[src/rtl/muldiv_pkg.sv]
// Shared opcodes, FSM state encoding and iteration count for the
// execute-stage multiply/divide unit.
package muldiv_pkg;

  localparam logic [5:0] OP_MULT  = 6'b011000;
  localparam logic [5:0] OP_MULTU = 6'b011001;
  localparam logic [5:0] OP_DIV   = 6'b011010;
  localparam logic [5:0] OP_DIVU  = 6'b011011;

  typedef enum logic [1:0] {
    IDLE = 2'd0,
    CALC = 2'd1,
    FIX  = 2'd2
  } state_t;

  // One multiplier/quotient bit is consumed per CALC cycle.
  localparam int ITERS = 32;

  function automatic logic is_muldiv_op(input logic [5:0] op);
    return op[5:2] == OP_MULT[5:2];
  endfunction

endpackage

[src/rtl/muldiv_sign_fix.sv]
// Conditional two's-complement negate of a HI/LO pair: either as one
// 2*WIDTH value (products) or as two independent halves (quotient/remainder, operands).
module muldiv_sign_fix #(
  parameter int WIDTH = 32
) (
  input  logic             joint,
  input  logic             neg_hi,
  input  logic             neg_lo,
  input  logic [WIDTH-1:0] hi_in,
  input  logic [WIDTH-1:0] lo_in,
  output logic [WIDTH-1:0] hi_out,
  output logic [WIDTH-1:0] lo_out
);

  logic [2*WIDTH-1:0] pair_neg;

  always_comb begin
    pair_neg = -{hi_in, lo_in};
    hi_out   = hi_in;
    lo_out   = lo_in;
    if (joint) begin
      // In joint mode the product sign rides on neg_lo.
      if (neg_lo) {hi_out, lo_out} = pair_neg;
    end else begin
      if (neg_hi) hi_out = -hi_in;
      if (neg_lo) lo_out = -lo_in;
    end
  end

endmodule

[src/rtl/muldiv_unit.sv]
// Iterative 32-cycle multiply (shift-add) / divide (restoring) unit writing
// architectural HI/LO; signed ops work on magnitudes and fix the sign at the end.
module muldiv_unit
  import muldiv_pkg::*;
#(
  parameter int WIDTH = 32
) (
  input  logic             clk,
  input  logic             rst,
  input  logic             En,
  input  logic [5:0]       Op_Code,
  input  logic [WIDTH-1:0] inpt1,
  input  logic [WIDTH-1:0] inpt2,
  output logic             Busy,
  output logic             Done,
  output logic             Div_Zero,
  output logic [WIDTH-1:0] HI,
  output logic [WIDTH-1:0] LO
);

  localparam int CNT_W = $clog2(ITERS);

  state_t state, state_next;

  logic             accept;
  logic [CNT_W-1:0] cnt;
  logic             last_iter;

  logic             sgn_a, sgn_b;
  logic [WIDTH-1:0] abs_a, abs_b;

  logic               div_p0, sgn_a_p0, sgn_b_p0, zero_p0;
  logic [WIDTH-1:0]   opnd_p0;
  logic [2*WIDTH-1:0] acc_p0, acc_next;

  logic [WIDTH:0]   mul_sum, rem_shift, rem_sub;
  logic             rem_ge;
  logic [WIDTH-1:0] fix_hi, fix_lo;

  assign accept    = En && is_muldiv_op(Op_Code);
  assign last_iter = (cnt == CNT_W'(ITERS - 1));

  always_ff @(posedge clk) begin
    if (rst) begin
      state <= IDLE;
      Busy  <= 1'b0;
    end else begin
      state <= state_next;
      Busy  <= (state_next != IDLE);
    end
  end

  always_comb begin
    state_next = state;
    case (state)
      IDLE:    if (accept) state_next = CALC;
      CALC:    if (last_iter) state_next = FIX;
      FIX:     state_next = IDLE;
      default: state_next = IDLE;
    endcase
  end

  assign sgn_a = ~Op_Code[0] & inpt1[WIDTH-1];
  assign sgn_b = ~Op_Code[0] & inpt2[WIDTH-1];

  muldiv_sign_fix #(.WIDTH(WIDTH)) u_abs (
    .joint  (1'b0),
    .neg_hi (sgn_a),
    .neg_lo (sgn_b),
    .hi_in  (inpt1),
    .lo_in  (inpt2),
    .hi_out (abs_a),
    .lo_out (abs_b)
  );

  // Accept stage: latch magnitudes, sign flags and op type.
  always_ff @(posedge clk) begin
    if (state == IDLE && accept) begin
      div_p0   <= Op_Code[1];
      sgn_a_p0 <= sgn_a;
      sgn_b_p0 <= sgn_b;
      zero_p0  <= Op_Code[1] && (inpt2 == '0);
      opnd_p0  <= Op_Code[1] ? abs_b : abs_a;
      acc_p0   <= {{WIDTH{1'b0}}, (Op_Code[1] ? abs_a : abs_b)};
    end else if (state == CALC) begin
      acc_p0 <= acc_next;
    end
  end

  // CALC stage: upper half is partial product / remainder, lower half is
  // multiplier / dividend being shifted out while quotient bits shift in.
  always_comb begin
    mul_sum   = {1'b0, acc_p0[2*WIDTH-1:WIDTH]} + (acc_p0[0] ? {1'b0, opnd_p0} : '0);
    rem_shift = {acc_p0[2*WIDTH-1:WIDTH], acc_p0[WIDTH-1]};
    rem_ge    = (rem_shift >= {1'b0, opnd_p0});
    rem_sub   = rem_shift - {1'b0, opnd_p0};
    if (!div_p0)
      acc_next = {mul_sum, acc_p0[WIDTH-1:1]};
    else if (rem_ge)
      acc_next = {rem_sub[WIDTH-1:0], acc_p0[WIDTH-2:0], 1'b1};
    else
      acc_next = {rem_shift[WIDTH-1:0], acc_p0[WIDTH-2:0], 1'b0};
  end

  muldiv_sign_fix #(.WIDTH(WIDTH)) u_fix (
    .joint  (~div_p0),
    .neg_hi (sgn_a_p0),
    .neg_lo (sgn_a_p0 ^ sgn_b_p0),
    .hi_in  (acc_p0[2*WIDTH-1:WIDTH]),
    .lo_in  (acc_p0[WIDTH-1:0]),
    .hi_out (fix_hi),
    .lo_out (fix_lo)
  );

  // FIX stage: a zero divisor leaves the dividend in HI after 32 always-subtract steps.
  always_ff @(posedge clk) begin
    if (rst) begin
      cnt      <= '0;
      Done     <= 1'b0;
      Div_Zero <= 1'b0;
      HI       <= '0;
      LO       <= '0;
    end else begin
      Done <= 1'b0;
      cnt  <= (state == CALC) ? cnt + CNT_W'(1) : '0;
      if (state == FIX) begin
        HI       <= fix_hi;
        LO       <= zero_p0 ? '1 : fix_lo;
        Div_Zero <= zero_p0;
        Done     <= 1'b1;
      end
    end
  end

endmodule
[config.mk]
export PLATFORM = sky130hd
export DESIGN_NAME = muldiv_unit
export DESIGN_NICKNAME = d
export VERILOG_FILES = /design/src/rtl/muldiv_pkg.sv /design/src/rtl/muldiv_sign_fix.sv /design/src/rtl/muldiv_unit.sv
export SDC_FILE = /design/constraint.sdc
export NUM_CORES = 1
export LEC_CHECK = 0
export CAP_MARGIN = 20
export CORE_MARGIN = 2
export CORE_UTILIZATION = 60
export CTS_CLUSTER_SIZE = 8
export DETAILED_ROUTE_END_ITERATION = 16
export PLACE_DENSITY = 0.92
export SETUP_SLACK_MARGIN = 0.2
export SLEW_MARGIN = 20
export SYNTH_ARGS = -nofsm -noshare
export SYNTH_HDL_FRONTEND = slang
export SYNTH_HIERARCHICAL = 1
export SYNTH_SLANG_ARGS = --single-unit
[constraint.sdc]
create_clock -name clk -period 9.3 [get_ports clk]
set_clock_uncertainty 0.15 [all_clocks]
set_input_delay 2.79 -clock clk [delete_from_list [all_inputs] [get_ports clk]]
set_output_delay 2.79 -clock clk [all_outputs]
set_load 0.02 [all_outputs]
=== After elaboration in Yosys (flattened, before gate mapping) ===
Cells that the tools add are included.

* Bits of input ports: 73
* Logic and storage cells: 60
* Output and inout port bits: 67
* Register bits: 174

* Reductions and logical operators: 8
* Add/subtract/negate cells: 8
* Bitwise operators: 5
* Muxes and demuxes: 20
* Equal/unequal tests: 4
* Order comparisons: 1

{| class="wikitable"
|+ Operators by type and width
! kind !! count
|-
| $mux 32 || 14
|-
| $mux 64 || 2
|-
| $neg 32->32 || 4
|-
| $neg 64->64 || 1
|-
| $add 32x32->33 || 1
|-
| $ge 33x32->1 || 1
|-
| $logic_not 32->1 || 1
|-
| $sub 32x32->32 || 1
|-
| $add 5x1->5 const B || 1
|-
| $eq 5x5->1 const B || 1
|-
| $eq 4x3->1 const B || 1
|-
| $mux 2 || 2
|-
| $pmux 2 s2 || 1
|-
| $reduce_bool 2->1 || 2
|-
| $logic_and 1x1->1 || 3
|-
| $and 1x1->1 || 2
|-
| $eq 2x1->1 const B || 1
|-
| $eq 2x2->1 const B || 1
|-
| $logic_not 2->1 || 1
|-
| $not 1->1 || 2
|-
| $reduce_or 2->1 || 1
|-
| $mux 1 || 1
|-
| $xor 1x1->1 || 1
|}

=== Logic depth before layout (Yosys ltp) ===
* Depth in word-level cells: 5
* Gate-level depth with buffers: 15
* Mapped depth without buffers: 13

=== Cells and area by module ===
The synthesis kept the hierarchy.

{| class="wikitable"
|+ By module, submodules not included
! module !! sequential area each (um^2) !! times used !! cells an instance !! area each (um^2)
|-
| muldiv_unit || 4164.0 || 1 || 1287 || 11287.1
|-
| muldiv_sign_fix at u_fix || 0.0 || 1 || 258 || 1711.6
|-
| muldiv_sign_fix at u_abs || 0.0 || 1 || 260 || 1702.9
|}

=== Least setup slack after synthesis ===
No wires, ideal clock.

* Path kind: input to register
* From: input inpt2[6]
* To: register opnd_p0[31], data pin
* Data arrival time: 5.185 ns
* Required time: 8.890 ns
* Setup slack: 3.705 ns
* Path buffers: 2
* Setup time: 0.260 ns
* Cell stages on the path: 9
* Path through: or4_4 or4_4 buf_6 or3_1 buf_6 or2_1 o41ai_2 xnor2_1 mux2_2

* Word-level cells in the longest chain between the ends: 3

{| class="wikitable"
|+ Ends and longest elaborated chain
! what !! line !! RTL
|-
| start: declaration || muldiv_unit.sv:13 || <nowiki>input logic [WIDTH-1:0] inpt2,</nowiki>
|-
| $neg 32->32 || muldiv_sign_fix.sv:26 || <nowiki>if (neg_lo) lo_out = -lo_in;</nowiki>
|-
| $mux 32 || muldiv_sign_fix.sv:26 ||
|-
| named net abs_b[31] || muldiv_unit.sv:30 || <nowiki>logic [WIDTH-1:0] abs_a, abs_b;</nowiki>
|-
| $mux 32 || muldiv_unit.sv:83 || <nowiki>opnd_p0 <= Op_Code[1] ? abs_b : abs_a;</nowiki>
|-
| end signal: assignment || muldiv_unit.sv:83 ||
|-
| end: declaration || muldiv_unit.sv:33 || <nowiki>logic [WIDTH-1:0] opnd_p0;</nowiki>
|}

The timed path passes the listed nets, and every way through them passes these cells.
A chain may end at the register's enable or synchronous reset.

=== Worst setup path after layout ===
* From: input Op_Code[5]
* To: register acc_p0[1] (enable)

* Word-level cells in the longest chain between the ends: 4

{| class="wikitable"
|+ Ends and longest elaborated chain
! what !! line !! RTL
|-
| start: declaration || muldiv_unit.sv:11 || <nowiki>input logic [5:0] Op_Code,</nowiki>
|-
| $eq 4x3->1 || muldiv_pkg.sv:20 || <nowiki>return op[5:2] == OP_MULT[5:2];</nowiki>
|-
| $logic_and 1x1->1 || muldiv_unit.sv:40 || <nowiki>assign accept = En && is_muldiv_op(Op_Code);</nowiki>
|-
| $logic_and 1x1->1 || muldiv_unit.sv:78 || <nowiki>if (state == IDLE && accept) begin</nowiki>
|-
| $reduce_bool 2->1 (no line) || n/a ||
|-
| end signal: assignment || muldiv_unit.sv:84 || <nowiki>acc_p0 <= {{WIDTH{1'b0}}, (Op_Code[1] ? abs_a : abs_b)};</nowiki>
|-
| end signal: assignment || muldiv_unit.sv:86 || <nowiki>acc_p0 <= acc_next;</nowiki>
|-
| end: declaration || muldiv_unit.sv:34 || <nowiki>logic [2*WIDTH-1:0] acc_p0, acc_next;</nowiki>
|}

No other way between the ends.

==> impl_metrics.py <==
metrics = {
    "grt": {
        "grt_max_degree": 73,
        "track_usage": 0.3484,
        "grt_pass1_vias": 13810,
        "overflow": 0,
        "grt_antenna_before_repair": 2,
        "grt_pass1_wl_um": 72240,
    },
    "cells_and_area": {
        "utilization": 0.6970,
        "nFillCells": 1959,
        "final_cells": 2222,
        "multiInputGateArea_sq_mm": 0.009896,
        "area_growth_pct": 14.62,
        "drive_above_1_share": 0.07275,
        "nNetsFinal": 2029,
        "final-seq-area_sq_mm": 0.004164,
    },
    "min_path": {
        "holdPathEnd": "HI[12]",
        "min_path_cells": 2,
        "hold_start": "HI[12]",
        "hold_path.class": "flip-flop to flip-flop",
    },
    "setup_path": {
        "cpPeakStageDelay_ns": 0.87,
        "arrival_ns": 5.91,
        "critPathMostFrequentCell": "buf_4",
        "critPathTopFamily": "buffers and inverters",
        "critPathMaxFanout": 49,
        "path_cells": "clkdlybuf4s50_1, nand4b_1, or4_1, inv_2, nor2_1, buf_4, inv_1, buf_4",
        "critPathBufInv": 5,
        "r2r_slack_ns": 4.99,
        "crit_slowest_cell": "or4_1",
        "r2r-end": "acc_p0[59]",
        "startpoint_type": "input port",
        "critPathRequiredTime_ns": 9.26,
        "timing.rr.start": "acc_p0[0]",
        "worstSetupEndpointType": "flip-flop",
        "worstSetupPathType": "input port to flip-flop",
        "rr_worst_depth": 13,
    },
    "flow_run": {
        "cap_viol_max_count": 0,
    },
    "logic_synthesis": {
        "synth_top_family_by_area": "compound AO/OA/AOI/OAI gates",
        "ys_seq_area_frac": 0.2832,
        "muxShareOfSynthArea": 0.06204,
        "synth_compound_area_frac": 0.2209,
        "synthFlopType": "dfxtp_1",
        "synth-edff-count": 68,
        "yosys.area_share.simple": 0.2194,
        "synth_async_sr_flop_share": 0,
        "syn_area_sq_mm": 0.01470,
        "synth_cells": 1805,
        "yosysUniqueCellTypes": 91,
        "ys.warnings.count": 6,
        "ys_ff_latch": 174,
        "avgSynthCellArea_sq_um": 8.145,
        "synthAdderAreaFrac": 0.06230,
        "synth_xor_area_frac": 0.1043,
    },
    "timing": {
        "rsz0062_at_grt": "false",
        "fin_tns_setup_ns": 0,
        "worst_pin_slew_ns": 1.048,
        "finalHoldViolCount": 0,
        "setup_ws_ns": 3.351,
        "relSlewSlack": 0.3011,
        "finalCriticalPeriod_ns": 5.949,
        "setup_viol": 0,
        "min_period_over_period": 0.6397,
        "drv_slew": 0,
        "max_freq_mhz": 168.1,
    },
    "pwr": {
        "totalPowerFinal_w": 0.002968,
        "p_comb_frac": 0.402,
        "power.density_mw_per_mm2": 176.1,
        "p_clk_frac": 0.265,
        "switchingPower_w": 0.001226,
        "seqPwrFrac": 0.333,
        "peakVddDrop_v": 0.0001297,
        "cell_internal_pwr_w": 0.001742,
        "switching_share": 0.4131,
        "power.leakage_nw": 6.305,
    },
    "floorplanning": {
        "row_count": 57,
        "io_pins": 140,
        "die_y_um": 160.5,
        "initial_utilization": 0.6081,
        "dieArea_sq_mm": 0.02577,
        "die_w_um": 160.5,
        "core_sq_mm": 0.02418,
    },
    "clocking": {
        "clock-root-buffer": "clkbuf_16",
        "cts_setup_buffers": 0,
        "clkTransAtPathRegs_ns": 0.08,
        "cts_tree": "yes",
        "clockBufferDepth": 2,
        "postCtsResizedCells": 0,
        "clk_latency_ns": 0.46,
        "cts_buffers": 17,
        "cts_hold_buf": 0,
        "clock_sinks": 174,
        "cts.htree.levels": 4,
    },
    "place": {
        "io_buffers": 139,
        "place.gp.congestion": 1.068,
        "place_ws_ns": 2.959,
        "dp_cells": 2189,
        "dp_hpwl_um": 34230,
    },
    "route": {
        "ant_nets": 0,
        "dr.pass1.iters": 9,
        "vias_per_cell": 6.547,
        "wl_per_cell_um": 20.64,
        "num_vias": 14550,
        "drt_iter0_drc": 1633,
        "drt_drc_violations_left": 0,
        "routed_wl_um": 45870,
    },
    "run_status": {
        "status": "completed",
    },
}
-- state kept, by name, indices dropped and copies added, names as in the netlist, 2 cells and up --
register	flops
acc_p0	64
HI	32
LO	32
opnd_p0	32
cnt	5
state	2
-- layout by cell type (no fill, tap or decap), types with 43 or more instances in the layout --
| cell type | instances |
|---|---|
| a21oi_1 | 177 |
| and2_1 | 43 |
| clkdlybuf4s50_1 | 137 |
| dfxtp_1 | 106 |
| edfxtp_1 | 68 |
| ha_1 | 70 |
| inv_1 | 61 |
| mux2i_1 | 48 |
| nand2_1 | 154 |
| nor2_1 | 111 |
| nor3_1 | 108 |
| o21ai_0 | 94 |
| xnor2_1 | 119 |
| xor2_1 | 55 |
-- metal layers --
metal / GRT usage / share of wire / vias to the layer above
li1: - / - / 6790
met1: 0.4429 / 0.39 / 6750
met2: 0.5835 / 0.47 / 860
met3: 0.05010 / 0.093 / 148
met4: 0.1687 / 0.045 / 0
met5: 0 / 0 / -
-- stage by stage --
| step | hold WS, ns | area, sq um |
|---|---|---|
| CTS | 0.3056 | 16840 |
| global route | 0.3204 | 16850 |
| finish | 0.3017 | 16850 |
| floorplan | 0.2831 | 14720 |
| detailed placement | 0.2953 | 16200 |
| global placement | 0.2907 | 16190 |
-- cells in the mapped netlist (14+ instances only) --
| cell type | count | area, sq um |
|---|---|---|
| a211oi_1 | 42 | 315.3 |
| a21o_1 | 38 | 285.3 |
| a21oi_1 | 177 | 885.9 |
| a31oi_1 | 17 | 106.4 |
| and2_1 | 43 | 269.0 |
| clkbuf_1 | 70 | 262.8 |
| dfxtp_1 | 106 | 2122 |
| edfxtp_1 | 68 | 2042 |
| ha_1 | 70 | 875.8 |
| inv_1 | 62 | 232.7 |
| mux2_2 | 37 | 416.7 |
| mux2i_1 | 48 | 480.5 |
| nand2_1 | 154 | 578.1 |
| nand2b_1 | 16 | 100.1 |
| nand3_1 | 20 | 100.1 |
| nand4_1 | 18 | 112.6 |
| nor2_1 | 112 | 420.4 |
| nor2b_1 | 41 | 256.5 |
| nor3_1 | 108 | 540.5 |
| nor4_1 | 32 | 200.2 |
| o211ai_1 | 14 | 105.1 |
| o21ai_0 | 94 | 470.5 |
| o31ai_1 | 27 | 202.7 |
| or3_1 | 21 | 131.4 |
| or4_1 | 18 | 135.1 |
| xnor2_1 | 119 | 1042 |
| xor2_1 | 56 | 490.5 |
-- how the worst max path moves through the flow --
stage | end | start | depth (start not counted) | slack [ns]
global route | acc_p0[31] | Op_Code[3] | 8 | 3.28
detailed placement | acc_p0[11] | Op_Code[5] | 8 | 2.96
floorplan | opnd_p0[31] | inpt2[6] | 9 | 3.71
global placement | acc_p0[15] | Op_Code[5] | 8 | 3.05
CTS | acc_p0[31] | Op_Code[5] | 8 | 3.42
finish | acc_p0[1] | Op_Code[5] | 8 | 3.35
-- logic make-up (layout without fill, tap and decap cells) --
family | after synthesis | in the layout
AOI/OAI and AO/OA | 506 | 506
xor gates and xnor gates | 175 | 175
adders and majority gates | 72 | 72
buffers and inverters | 162 | 249
DFF | 174 | 174
muxes | 86 | 86
other | 1 | 7
and+or+nand+nor | 629 | 629
-- worst register-to-register path, cell delays in order, from the launching register on --
cell	delay (ns)
edfxtp_1	0.55
buf_4	0.29
and2_1	0.20
ha_1	0.41
nand2_1	0.15
o31ai_1	0.27
o21ai_0	0.29
o211ai_1	0.31
nand2_1	0.17
o21ai_0	0.66
a21oi_1	0.26
mux2i_1	0.21
a21oi_1	0.09
o31ai_1	0.23
-- power by group through the flow --
stage | combinational (W) | sequential (W) | clock, W
after CTS | 0.00116 | 0.000980 | 0.000785
final | 0.00119 | 0.000988 | 0.000788
after global placement | 0.00112 | 0.000994 | 0
after floorplan | 0.000906 | 0.000941 | 0
after global routing | 0.00130 | 0.000996 | 0.000814
after detailed placement | 0.00115 | 0.000996 | 0
-- final cells by class --
| type | instances | area share |
|---|---|---|
| Inverter | 62 | 0.01381 |
| Sequential cell | 174 | 0.2471 |
| Clock buffer | 17 | 0.02524 |
| Multi-Input combinational cell | 1474 | 0.5872 |
| Clock inverter | 15 | 0.01314 |
| Timing Repair Buffer | 155 | 0.08925 |
| Antenna cell | 1 | 0.0001485 |
| Tap cell | 324 | 0.02406 |
Power figures use the tool's default switching activity.
